File: src/rtl/bcd_seq_converter.sv
// bcd_seq_converter: serial double-dabble binary-to-BCD with 7-segment encode.
// Ports: clk, rst (sync, active-high), start/bin_in in; busy, done, overflow,
//        bcd_out (4 bits per digit), seg_out (7 active-low bits per digit) out.
module bcd_seq_converter #(
    parameter int IN_WIDTH = 10,
    parameter int DIGITS   = 4,
    parameter bit LZ_BLANK = 1'b0
) (
    input  logic                  clk,
    input  logic                  rst,
    input  logic                  start,
    input  logic [IN_WIDTH-1:0]   bin_in,
    output logic                  busy,
    output logic                  done,
    output logic                  overflow,
    output logic [4*DIGITS-1:0]   bcd_out,
    output logic [7*DIGITS-1:0]   seg_out
);

    localparam int CW = $clog2(IN_WIDTH + 1);
    localparam int BW = 4 * DIGITS;
    localparam int SW = 7 * DIGITS;

    typedef enum logic [1:0] {
        IDLE  = 2'd0,
        SHIFT = 2'd1,
        DONE  = 2'd2
    } state_t;

    function automatic logic [63:0] pow10(input int n);
        logic [63:0] p;
        p = 64'd1;
        for (int i = 0; i < n; i++) begin
            p = p * 64'd10;
        end
        return p;
    endfunction

    // 10**DIGITS needs up to 34 bits, so compare in 64 bits.
    localparam logic [63:0] LIMIT = pow10(DIGITS);

    function automatic logic [6:0] glyph(input logic [3:0] d);
        logic [6:0] g;
        case (d)
            4'd0:    g = 7'b0000001;
            4'd1:    g = 7'b1001111;
            4'd2:    g = 7'b0010010;
            4'd3:    g = 7'b0000110;
            4'd4:    g = 7'b1001100;
            4'd5:    g = 7'b0100100;
            4'd6:    g = 7'b0100000;
            4'd7:    g = 7'b0001111;
            4'd8:    g = 7'b0000000;
            4'd9:    g = 7'b0000100;
            default: g = 7'b1111111;
        endcase
        return g;
    endfunction

    // Walk from the top digit down; a digit stays dark until some
    // non-zero digit at or above it has been seen. Digit 0 always lights.
    function automatic logic [SW-1:0] encode(input logic [BW-1:0] b);
        logic [SW-1:0] s;
        logic          lit;
        s   = '0;
        lit = 1'b0;
        for (int k = DIGITS - 1; k >= 0; k--) begin
            if (b[4*k +: 4] != 4'd0 || k == 0) begin
                lit = 1'b1;
            end
            if (LZ_BLANK && !lit) begin
                s[7*k +: 7] = 7'b1111111;
            end else begin
                s[7*k +: 7] = glyph(b[4*k +: 4]);
            end
        end
        return s;
    endfunction

    state_t                state_q, state_d;
    logic [IN_WIDTH-1:0]   shreg_q, shreg_d;
    logic [BW-1:0]         scratch_q, scratch_d;
    logic [CW-1:0]         cnt_q, cnt_d;
    logic                  ovp_q, ovp_d;
    logic                  busy_q, busy_d;
    logic                  done_q, done_d;
    logic                  ovf_q, ovf_d;
    logic [BW-1:0]         bcd_q, bcd_d;
    logic [SW-1:0]         seg_q, seg_d;
    logic [BW-1:0]         adj;

    always_comb begin
        adj = scratch_q;
        for (int k = 0; k < DIGITS; k++) begin
            if (scratch_q[4*k +: 4] >= 4'd5) begin
                adj[4*k +: 4] = scratch_q[4*k +: 4] + 4'd3;
            end
        end
    end

    always_comb begin
        state_d   = state_q;
        shreg_d   = shreg_q;
        scratch_d = scratch_q;
        cnt_d     = cnt_q;
        ovp_d     = ovp_q;
        done_d    = 1'b0;
        ovf_d     = ovf_q;
        bcd_d     = bcd_q;
        seg_d     = seg_q;
        unique case (state_q)
            IDLE: begin
                if (start) begin
                    shreg_d   = bin_in;
                    scratch_d = '0;
                    cnt_d     = CW'(IN_WIDTH);
                    ovp_d     = 64'(bin_in) >= LIMIT;
                    state_d   = SHIFT;
                end
            end
            SHIFT: begin
                // MSB of the top digit falls off: result is mod 10**DIGITS.
                {scratch_d, shreg_d} = {adj[BW-2:0], shreg_q, 1'b0};
                cnt_d = cnt_q - CW'(1);
                if (cnt_q == CW'(1)) begin
                    state_d = DONE;
                    done_d  = 1'b1;
                    ovf_d   = ovp_q;
                    bcd_d   = scratch_d;
                    seg_d   = encode(scratch_d);
                end
            end
            DONE: begin
                state_d = IDLE;
            end
            default: begin
                state_d = IDLE;
            end
        endcase
        busy_d = (state_d != IDLE);
    end

    always_ff @(posedge clk) begin
        if (rst) begin
            state_q   <= IDLE;
            shreg_q   <= '0;
            scratch_q <= '0;
            cnt_q     <= '0;
            ovp_q     <= 1'b0;
            busy_q    <= 1'b0;
            done_q    <= 1'b0;
            ovf_q     <= 1'b0;
            bcd_q     <= '0;
            seg_q     <= encode('0);
        end else begin
            state_q   <= state_d;
            shreg_q   <= shreg_d;
            scratch_q <= scratch_d;
            cnt_q     <= cnt_d;
            ovp_q     <= ovp_d;
            busy_q    <= busy_d;
            done_q    <= done_d;
            ovf_q     <= ovf_d;
            bcd_q     <= bcd_d;
            seg_q     <= seg_d;
        end
    end

    assign busy     = busy_q;
    assign done     = done_q;
    assign overflow = ovf_q;
    assign bcd_out  = bcd_q;
    assign seg_out  = seg_q;

endmodule

File: config.mk
export PLATFORM = sky130hd
export DESIGN_NAME = bcd_seq_converter
export DESIGN_NICKNAME = d
export VERILOG_FILES = /design/src/rtl/bcd_seq_converter.sv
export SDC_FILE = /design/constraint.sdc
export NUM_CORES = 1
export LEC_CHECK = 0
export ABC_AREA = 1
export ABC_CLOCK_PERIOD_IN_PS = 3250
export CORE_MARGIN = 8
export CORE_UTILIZATION = 40
export CTS_CLUSTER_DIAMETER = 30
export DETAILED_ROUTE_END_ITERATION = 16
export GPL_TIMING_DRIVEN = 0
export SYNTH_ARGS = -nofsm -noshare
export SYNTH_HDL_FRONTEND = slang
export SYNTH_SLANG_ARGS = --single-unit
export TNS_END_PERCENT = 10
File: constraint.sdc
create_clock -name clk -period 3.25 [get_ports clk]
set_input_delay 0.4875 -clock clk [delete_from_list [all_inputs] [get_ports clk]]
set_output_delay 0.4875 -clock clk [all_outputs]
set_load 0.01 [all_outputs]
==> results_dict.tcl, run 1 <==
set metrics [dict create \
    min_from "bcd_out[12]" \
    fin_crit_ps 2080 \
    synth.distinct_cells 30 \
    grt_pass1_vias 3684 \
    areaGrowthSynthToFinish_pct 24.3 \
    ctsResizeCount 0 \
    synth_fp_nets 595 \
    end_kind "flop" \
    dieArea_sq_mm 0.0130 \
    cts_tree "yes" \
    nNetsFinal 663 \
    swShare 0.257 \
    rsz0062_at_grt "false" \
    top_layer "met4" \
    drv_cap 0 \
    route.final.wire_length_um 11200 \
    place_ws_ps 1170 \
    min_path_cells 2 \
    gp_congestion 0.855 \
    core_area_sq_mm 0.00955 \
    grt_first_pass_wirelength_um 18300 \
    clock_sinks 78 \
    drt_pass1_iterations 4 \
    antenna_cells 0 \
    placed_cell_area_sq_mm 0.00460 \
    worst_hold_path.endpoint "bcd_out[12]" \
    reg2reg_depth 14 \
    ctsHoldBuffers 0 \
    timing.fmax_mhz 480 \
    start_kind "flop" \
    tightest_slew_ps 752 \
    wl_per_cell_um 14.6 \
    avgSynthCellArea_sq_um 6.87 \
    antenna_found_initial 0 \
    vdd_drop_max_uv 229 \
    ff2ff_setup_slack_ps 1170 \
    slew_headroom 0.499 \
    power_mw 1.97 \
    clock_path_buffers 2 \
    grtUsageTotal 0.179 \
    hold_class "reg2reg" \
    ys_seq_area_frac 0.405 \
    syn-instance-count 562 \
    rr_endpoint "seg_out[1]" \
    power_density_mw_per_mm2 410 \
    synth_area_sq_mm 0.00386 \
    combPwrFrac 0.106 \
    dpl.cell_count 752 \
    grt_start_max_net_pins 13 \
    layout_setup_ws_ps 1170 \
    final_antenna_net_count 0 \
    drtIter0Drc 167 \
    fin_crit_sh 0.641 \
    rr_startpoint "scratch_q[0]" \
    pwr-share-clk 0.384 \
    fp-row-count 36 \
    insertion_delay_ps 350 \
    setup.worst_path.class "reg2reg" \
    route.met2.wl_um 5300 \
    cts-root-buf "clkbuf_8" \
    hold_viol_final 0 \
    yosys_warnings 0 \
    die_y_um 114 \
    seqPwrFrac 0.510 \
    switchingPower_mw 0.505 \
    synth_top_area_cell "dfxtp_1" \
    final-setup-viol-count 0 \
    cts_setup_buffers 0 \
    drc_errors 0 \
    start_util 0.404 \
    ys_seq_elements 78 \
    grt_remaining_overflow 0 \
    ios 60 \
    power.internal_mw 1.46 \
    drive_above_1_share 0.0787 \
    dp_hpwl_um 8070 \
    synth_top_area_frac 0.405 \
    finalMaxSlewViolations 0 \
    io_buffers 57 \
    vias 3795 \
    leakagePower_nw 2.12 \
    tns_ps 0 \
    met3_length_um 532 \
    cts_buffers 9 \
    cp_max_fo 5 \
    synth_area_leaders "dfxtp_1, nand2_1, a21oi_1" \
    clk_pin_slew_ps 80 \
    stdcell_count 768 \
    die_w_um 114 \
    drt-vias-per-instance 4.94 \
    final_area_sq_mm 0.00480 \
    outcome "completed" \
    cts_max_level 3 \
    wl_met1_um 5100 \
    skew_ps 11.2 \
    fillers 1034 \
    cp.arrival_ps 2300 \
    cp_data_required_time_ps 3460 \
]
power by group through the flow:
stage	Clock (mW)	Combinational, mW	Sequential (mW)
global route	0.818	0.233	1.01
CTS	0.774	0.209	1.00
floorplan	0	0.113	1.03
finish	0.756	0.208	1.00
detailed placement	0	0.207	1.03
global placement	0	0.205	1.03
kinds of logic after synthesis:
logic type	count (synthesis)	synth area share
adders and majority gates	20	0.0648
DFF	78	0.405
and+or+nand+nor	275	0.294
other	1	0.000972
AOI/OAI and AO/OA	104	0.147
buffers and inverters	84	0.0885
worst max path at each step:
stage | startpoint | to | slack (ps)
4_1_cts | scratch_q[8] | seg_out[26] | 1200
5_1_grt | scratch_q[0] | seg_out[10] | 910
6_report | scratch_q[0] | seg_out[1] | 1170
3_3_place_gp | start | scratch_q[6] | 1190
3_5_place_dp | start | scratch_q[7] | 1170
2_1_floorplan | scratch_q[8] | seg_out[17] | 1480
flip-flops by register name (all words and copies together), names as in the netlist:
name,cells
state_q,2
done,1
seg_out,28
scratch_q,16
cnt_q,4
shreg_q,10
busy,1
bcd_out,16
cell usage in the layout, fill, tap and decap left out, drive strengths merged:
master / count
dfxtp: 78
a31o: 1
nand3: 28
bufinv: 1
o211ai: 1
a22oi: 4
clkinvlp: 1
a31oi: 5
a21oi: 52
a221oi: 1
nand2: 191
nor2: 45
buf: 14
clkbuf: 23
inv: 60
or2: 1
nor3: 3
nand4: 5
o21ai: 37
clkinv: 1
nand3b: 2
a211oi: 3
ha: 20
clkdlybuf4s50: 57
conb: 1
metal layers:
metal  global-route usage  vias up
li1                     -     1933
met1                0.216     1779
met2                0.297       64
met3               0.0406       19
met4               0.0816        0
met5                    0        -
synthesized netlist by cell type (all sizes together):
master / instances
a221oi: 1
a21oi: 52
conb: 1
a31oi: 5
dfxtp: 78
nand3: 28
o211ai: 1
a211oi: 3
buf: 14
o21ai: 37
nand2: 191
ha: 20
nand4: 5
clkbuf: 10
nand3b: 2
or2: 1
a31o: 1
a22oi: 4
nor2: 45
nor3: 3
inv: 60
critical path, stage by stage (launching register included):
cell	delay [ps]
dfxtp_1	400
inv_1	100
ha_1	220
inv_1	50
nand2_1	110
nand3_1	120
nand2_1	50
nand2_1	150
inv_1	140
ha_1	190
nand3b_1	150
nand2_1	70
nand2_1	70
nand3_1	70
a21oi_1	60
through the flow:
| stage | util | hold WS (ps) |
|---|---|---|
| floorplan | - | 440 |
| global placement | 0.481 | 453 |
| detailed placement | 0.481 | 454 |
| CTS | 0.502 | 467 |
| global route | 0.502 | 493 |
| finish | 0.502 | 465 |
area by class of cell:
class	instances	area, sq um	share of cell area
clock buffer	13	159	0.0331
buffer	24	116	0.0243
inverter	60	225	0.0469
sequential	78	1560	0.325
tap	133	166	0.0347
multi-input combinational	400	1960	0.408
clock inverter	3	42.5	0.00887
timing repair buffer	57	571	0.119
(Power assumes the default switching activity.)
==> run 2: changes to the inputs <==
--- a/config.mk
+++ b/config.mk
@@ -6,7 +6,7 @@
 export NUM_CORES = 1
 export LEC_CHECK = 0
 export ABC_AREA = 1
-export ABC_CLOCK_PERIOD_IN_PS = 3250
+export ABC_CLOCK_PERIOD_IN_PS = 2100
 export CORE_MARGIN = 8
 export CORE_UTILIZATION = 40
 export CTS_CLUSTER_DIAMETER = 30
==> constraint.sdc (replaced) <==
create_clock -name clk -period 2.1 [get_ports clk]
set_input_delay 0.315 -clock clk [delete_from_list [all_inputs] [get_ports clk]]
set_output_delay 0.315 -clock clk [all_outputs]
set_load 0.01 [all_outputs]
==> results_dict.tcl, run 2 (synthesis results as in run 1) <==
set metrics [dict create \
    areaGrowthSynthToFinish_pct 26.7 \
    ios 60 \
    rsz0062_at_grt "true" \
    cp.arrival_ps 2220 \
    final_antenna_net_count 0 \
    cts_buffers 9 \
    antenna_cells 0 \
    seq_area_sq_mm 0.00157 \
    io_buffers 57 \
    vias 3871 \
    final-setup-viol-count 0 \
    fillers 1015 \
    grt_pass1_vias 3684 \
    grt_start_max_net_pins 13 \
    clk_pin_slew_ps 80 \
    insertion_delay_ps 350 \
    die_y_um 114 \
    outcome "completed" \
    drive_above_1_share 0.107 \
    cts_tree "yes" \
    finalMaxSlewViolations 0 \
    grt_first_pass_wirelength_um 18300 \
    ctsHoldBuffers 0 \
    power_density_mw_per_mm2 624 \
    hold_class "in2reg" \
    skew_ps 12.1 \
    whs_ps 349 \
    cp_data_required_time_ps 2390 \
    final_common_cell "nand2_1" \
    drv_cap 0 \
    clock_sinks 78 \
    dieArea_sq_mm 0.0130 \
    drt-vias-per-instance 4.99 \
    cp_max_fo 5 \
    placed_cell_area_sq_mm 0.00460 \
    cts-root-buf "clkbuf_8" \
    grtUsageTotal 0.179 \
    cts_max_level 3 \
    fp-row-count 36 \
    slew_headroom 0.503 \
    end_kind "flop" \
    largest_register_ffs 28 \
    vdd_drop_max_uv 354 \
    grt_remaining_overflow 0 \
    setup.worst_path.class "reg2reg" \
    start_kind "flop" \
    drtIter0Drc 184 \
    nNetsFinal 670 \
    die_w_um 114 \
    dp_hpwl_um 8070 \
    final_area_sq_mm 0.00489 \
    drc_errors 0 \
    hold_viol_final 0 \
    clock_path_buffers 2 \
    gp_congestion 0.855 \
    fin_crit_ps 1930 \
    core_area_sq_mm 0.00955 \
    layout_common_cells "nand2_1, dfxtp_1, clkdlybuf4s50_1, inv_1, a21oi_1" \
    wl_per_cell_um 14.6 \
    leakagePower_nw 2.15 \
    antenna_found_initial 0 \
    drt_pass1_iterations 7 \
    route.final.wire_length_um 11300 \
    timing.fmax_mhz 518 \
    multi_input_area_sq_mm 0.00199 \
    start_util 0.404 \
    fin_crit_sh 0.919 \
    tightest_slew_ps 745 \
]
## run 2: cell types whose count changed in the layout (fill, tap and decap cells not counted), moves of 2 or more
| cell | change |
|---|---|
| buf_4 | +7 |
| nand2_2 | +3 |
| inv_2 | +3 |
| inv_1 | -3 |
| nand2_1 | -5 |
| nand2_4 | +2 |
| dfxtp_2 | +3 |
| dfxtp_1 | -3 |
## run 2: layout make-up
| cell class | count | share of cell area |
|---|---|---|
| plain buffers | 24 | 0.0238 |
| repair buffers | 64 | 0.127 |
| clock buffers | 13 | 0.0325 |
| inverters | 60 | 0.0461 |
| well taps | 133 | 0.0340 |
| clock inverters | 3 | 0.00870 |
| multi-input cells | 400 | 0.407 |
| flip-flops and latches | 78 | 0.320 |
## run 2: where the power goes
part | total (mW) | internal, mW | leakage [nW] | switching, mW
Clock | 1.17 | 0.614 | 0.0996 | 0.558
Sequential | 1.55 | 1.53 | 0.634 | 0.0279
Combinational | 0.323 | 0.122 | 1.42 | 0.200
## run 2: worst max-delay path, cell delays in order, from the launching register on
cell and delay, ps:
dfxtp_1 350, inv_1 110, ha_1 230, o21ai_2 170, nand3_1 90, nand2_1 180, inv_2 90, ha_1 300
nand3_1 100, nand2_1 60, nor2_1 80, nor2_1 50, nor2_1 80
## run 2: metal layers
| metal | wire length, um | global-route usage | share of wire |
|---|---|---|---|
| met3 | 558 | 0.0406 | 0.049 |
| met4 | 210 | 0.0816 | 0.019 |
| met2 | 5380 | 0.297 | 0.48 |
| met1 | 5150 | 0.216 | 0.46 |
| met5 | 0 | 0 | 0 |
## run 2: per-stage QoR
stage | worst slack, ps | TNS, ps | util | instances | power [mW]
4_1_cts | 51.8 | 0 | 0.502 | 768 | 3.08
3_3_place_gp | 91.5 | 0 | 0.481 | 752 | 1.90
3_5_place_dp | 50.3 | 0 | 0.481 | 752 | 1.91
6_report | 170 | 0 | 0.512 | 775 | 3.05
5_1_grt | -13.9 | -13.9 | 0.512 | 775 | 3.19
2_1_floorplan | 333 | 0 | - | 562 | 1.77
## run 2: final timing paths
check,start,end,slack [ps],depth (start not counted)
min reg2reg,bcd_out[12],bcd_out[12],470,2
max reg2reg,scratch_q[9],seg_out[17],170,12
min,rst,state_q[1],350,2
max,scratch_q[9],seg_out[17],170,12
## run 2: repair_timing
| action | CTS | global route |
|---|---|---|
| setup buffers | 0 | 7 |
| gates resized for setup | 0 | 16 |
| endpoints found under the setup margin | 0 | 20 |
==> run 3: changes to the inputs <==
--- a/config.mk
+++ b/config.mk
@@ -10,8 +10,10 @@
 export CORE_MARGIN = 8
 export CORE_UTILIZATION = 40
 export CTS_CLUSTER_DIAMETER = 30
+export CTS_CLUSTER_SIZE = 30
 export DETAILED_ROUTE_END_ITERATION = 16
 export GPL_TIMING_DRIVEN = 0
+export REMOVE_ABC_BUFFERS = 1
 export SYNTH_ARGS = -nofsm -noshare
 export SYNTH_HDL_FRONTEND = slang
 export SYNTH_SLANG_ARGS = --single-unit
==> results_dict.tcl, run 3 (synthesis results as in run 1) <==
set metrics [dict create \
    tns_ps 0 \
    start_util 0.404 \
    core_area_sq_mm 0.00955 \
    path_delay_family "simple AND/OR/NAND/NOR gates" \
    seqPwrFrac 0.502 \
    drtIter0Drc 184 \
    grt_first_pass_wirelength_um 15600 \
    final_area_sq_mm 0.00482 \
    final_antenna_net_count 0 \
    dieArea_sq_mm 0.0130 \
    grt.busiest_layer "met2" \
    clock_sinks 78 \
    die_w_um 114 \
    final-setup-viol-count 0 \
    drc_errors 0 \
    nNetsFinal 645 \
    place_ws_ps -1800 \
    rsz0062_at_grt "true" \
    grt_pass1_vias 3320 \
    met2_usage 0.254 \
    ios 60 \
    tightest_slew_ps 848 \
    route.final.wire_length_um 9490 \
    hold_class "in2reg" \
    outcome "completed" \
    grt_util_met1 0.175 \
    finish.utilization 0.505 \
    cts_max_level 3 \
    drive_above_1_share 0.0943 \
    cts-root-buf "clkbuf_8" \
    fp-row-count 36 \
    clock_path_buffers 2 \
    grt_util_met3 0.0264 \
    setup.worst_path.class "reg2reg" \
    vias 3579 \
    timing.fmax_mhz 519 \
    critPathBufInv 3 \
    pwr-share-clk 0.396 \
    cts_buffers 9 \
    grtUsageTotal 0.146 \
    start_kind "flop" \
    skew_ps 6.50 \
    drv_cap 0 \
    gp_congestion 0.831 \
    drt_pass1_iterations 5 \
    stdcell_count 748 \
    insertion_delay_ps 340 \
    fillers 965 \
    power.internal_mw 2.34 \
    areaGrowthSynthToFinish_pct 25.0 \
    vdd_drop_max_uv 327 \
    final_common_cell "nand2_1" \
    antenna_found_initial 0 \
    fin_crit_ps 1930 \
    hold_viol_final 0 \
    layout_common_cells "nand2_1, dfxtp_1, clkdlybuf4s50_1, inv_1, a21oi_1" \
    largest_register_ffs 28 \
    ctsHoldBuffers 0 \
    fin_crit_sh 0.918 \
    slew_headroom 0.434 \
    cp_max_fo 5 \
    antenna_cells 0 \
    clk_pin_slew_ps 80 \
    cp.arrival_ps 2210 \
    power_density_mw_per_mm2 641 \
    grt_start_max_net_pins 57 \
    dpl.cell_count 731 \
    cp_data_required_time_ps 2380 \
    critical_path.cell_chain "inv_1 > ha_4 > inv_2 > o21ai_2 > nand2_1 > nand2_1 > nand2_2 > inv_1 > ha_1 > nand3_1 > nand2_1 > nor2_1 > nor2_1 > nor2_1" \
    finalMaxSlewViolations 0 \
    switchingPower_mw 0.751 \
    critical-path-slowest-cell "dfxtp_1" \
    dp_hpwl_um 6330 \
    crit_path_max_incr_delay_ps 340 \
    io_buffers 58 \
    multi_input_area_sq_mm 0.00202 \
    wl_per_cell_um 12.7 \
    end_kind "flop" \
    placed_cell_area_sq_mm 0.00452 \
    grt_remaining_overflow 0 \
    combPwrFrac 0.101 \
    drt-vias-per-instance 4.78 \
    leakagePower_nw 2.09 \
    layout_setup_ws_ps 172 \
    seq_area_sq_mm 0.00157 \
    swShare 0.243 \
    die_y_um 114 \
    cts_tree "yes" \
]
## run 3: metrics by stage
stage	hold slack, ps	total power, mW
2_1_floorplan	384	1.74
3_3_place_gp	452	1.87
3_5_place_dp	453	1.88
4_1_cts	290	3.12
5_1_grt	306	3.23
6_report	292	3.09
## run 3: routing by layer
layer / share of wire / wire (um)
met1: 0.47 / 4460
met2: 0.48 / 4530
met3: 0.041 / 389
met4: 0.010 / 99
met5: 0 / 0
## run 3: worst register-to-register path, stage by stage, from the launching register on
cell and delay, ps:
dfxtp_1 340, inv_1 140, ha_4 180, inv_2 40, o21ai_2 140, nand2_1 100
nand2_1 90, nand2_2 90, inv_1 130, ha_1 240, nand3_1 120, nand2_1 70
nor2_1 80, nor2_1 50, nor2_1 70
## run 3: area by class of cell
cell class,count,share of cell area
clock buffer,10,0.0285
clock inverter,4,0.0150
inverter,60,0.0493
multi-input combinational,401,0.418
sequential,78,0.325
tap,133,0.0345
timing repair buffer,62,0.130
## run 3: final timing paths
check	start	end	slack [ps]	cells after the start
max	scratch_q[8]	seg_out[17]	170	14
min	rst	shreg_q[0]	290	2
max reg2reg	scratch_q[8]	seg_out[17]	170	14
min reg2reg	bcd_out[6]	bcd_out[6]	460	2
## run 3: power by group through the flow
stage	Combinational, mW	Clock (mW)	Sequential [mW]
2_1_floorplan	0.145	0	1.59
3_3_place_gp	0.284	0	1.59
3_5_place_dp	0.297	0	1.59
4_1_cts	0.307	1.26	1.55
5_1_grt	0.350	1.32	1.56
6_report	0.312	1.22	1.55
## run 3: repair_timing
item	in CTS	in global routing
cloned	1	0
setup endpoints to repair	76	29
resized for setup	6	17
pin swaps	1	1
setup buffers	0	2
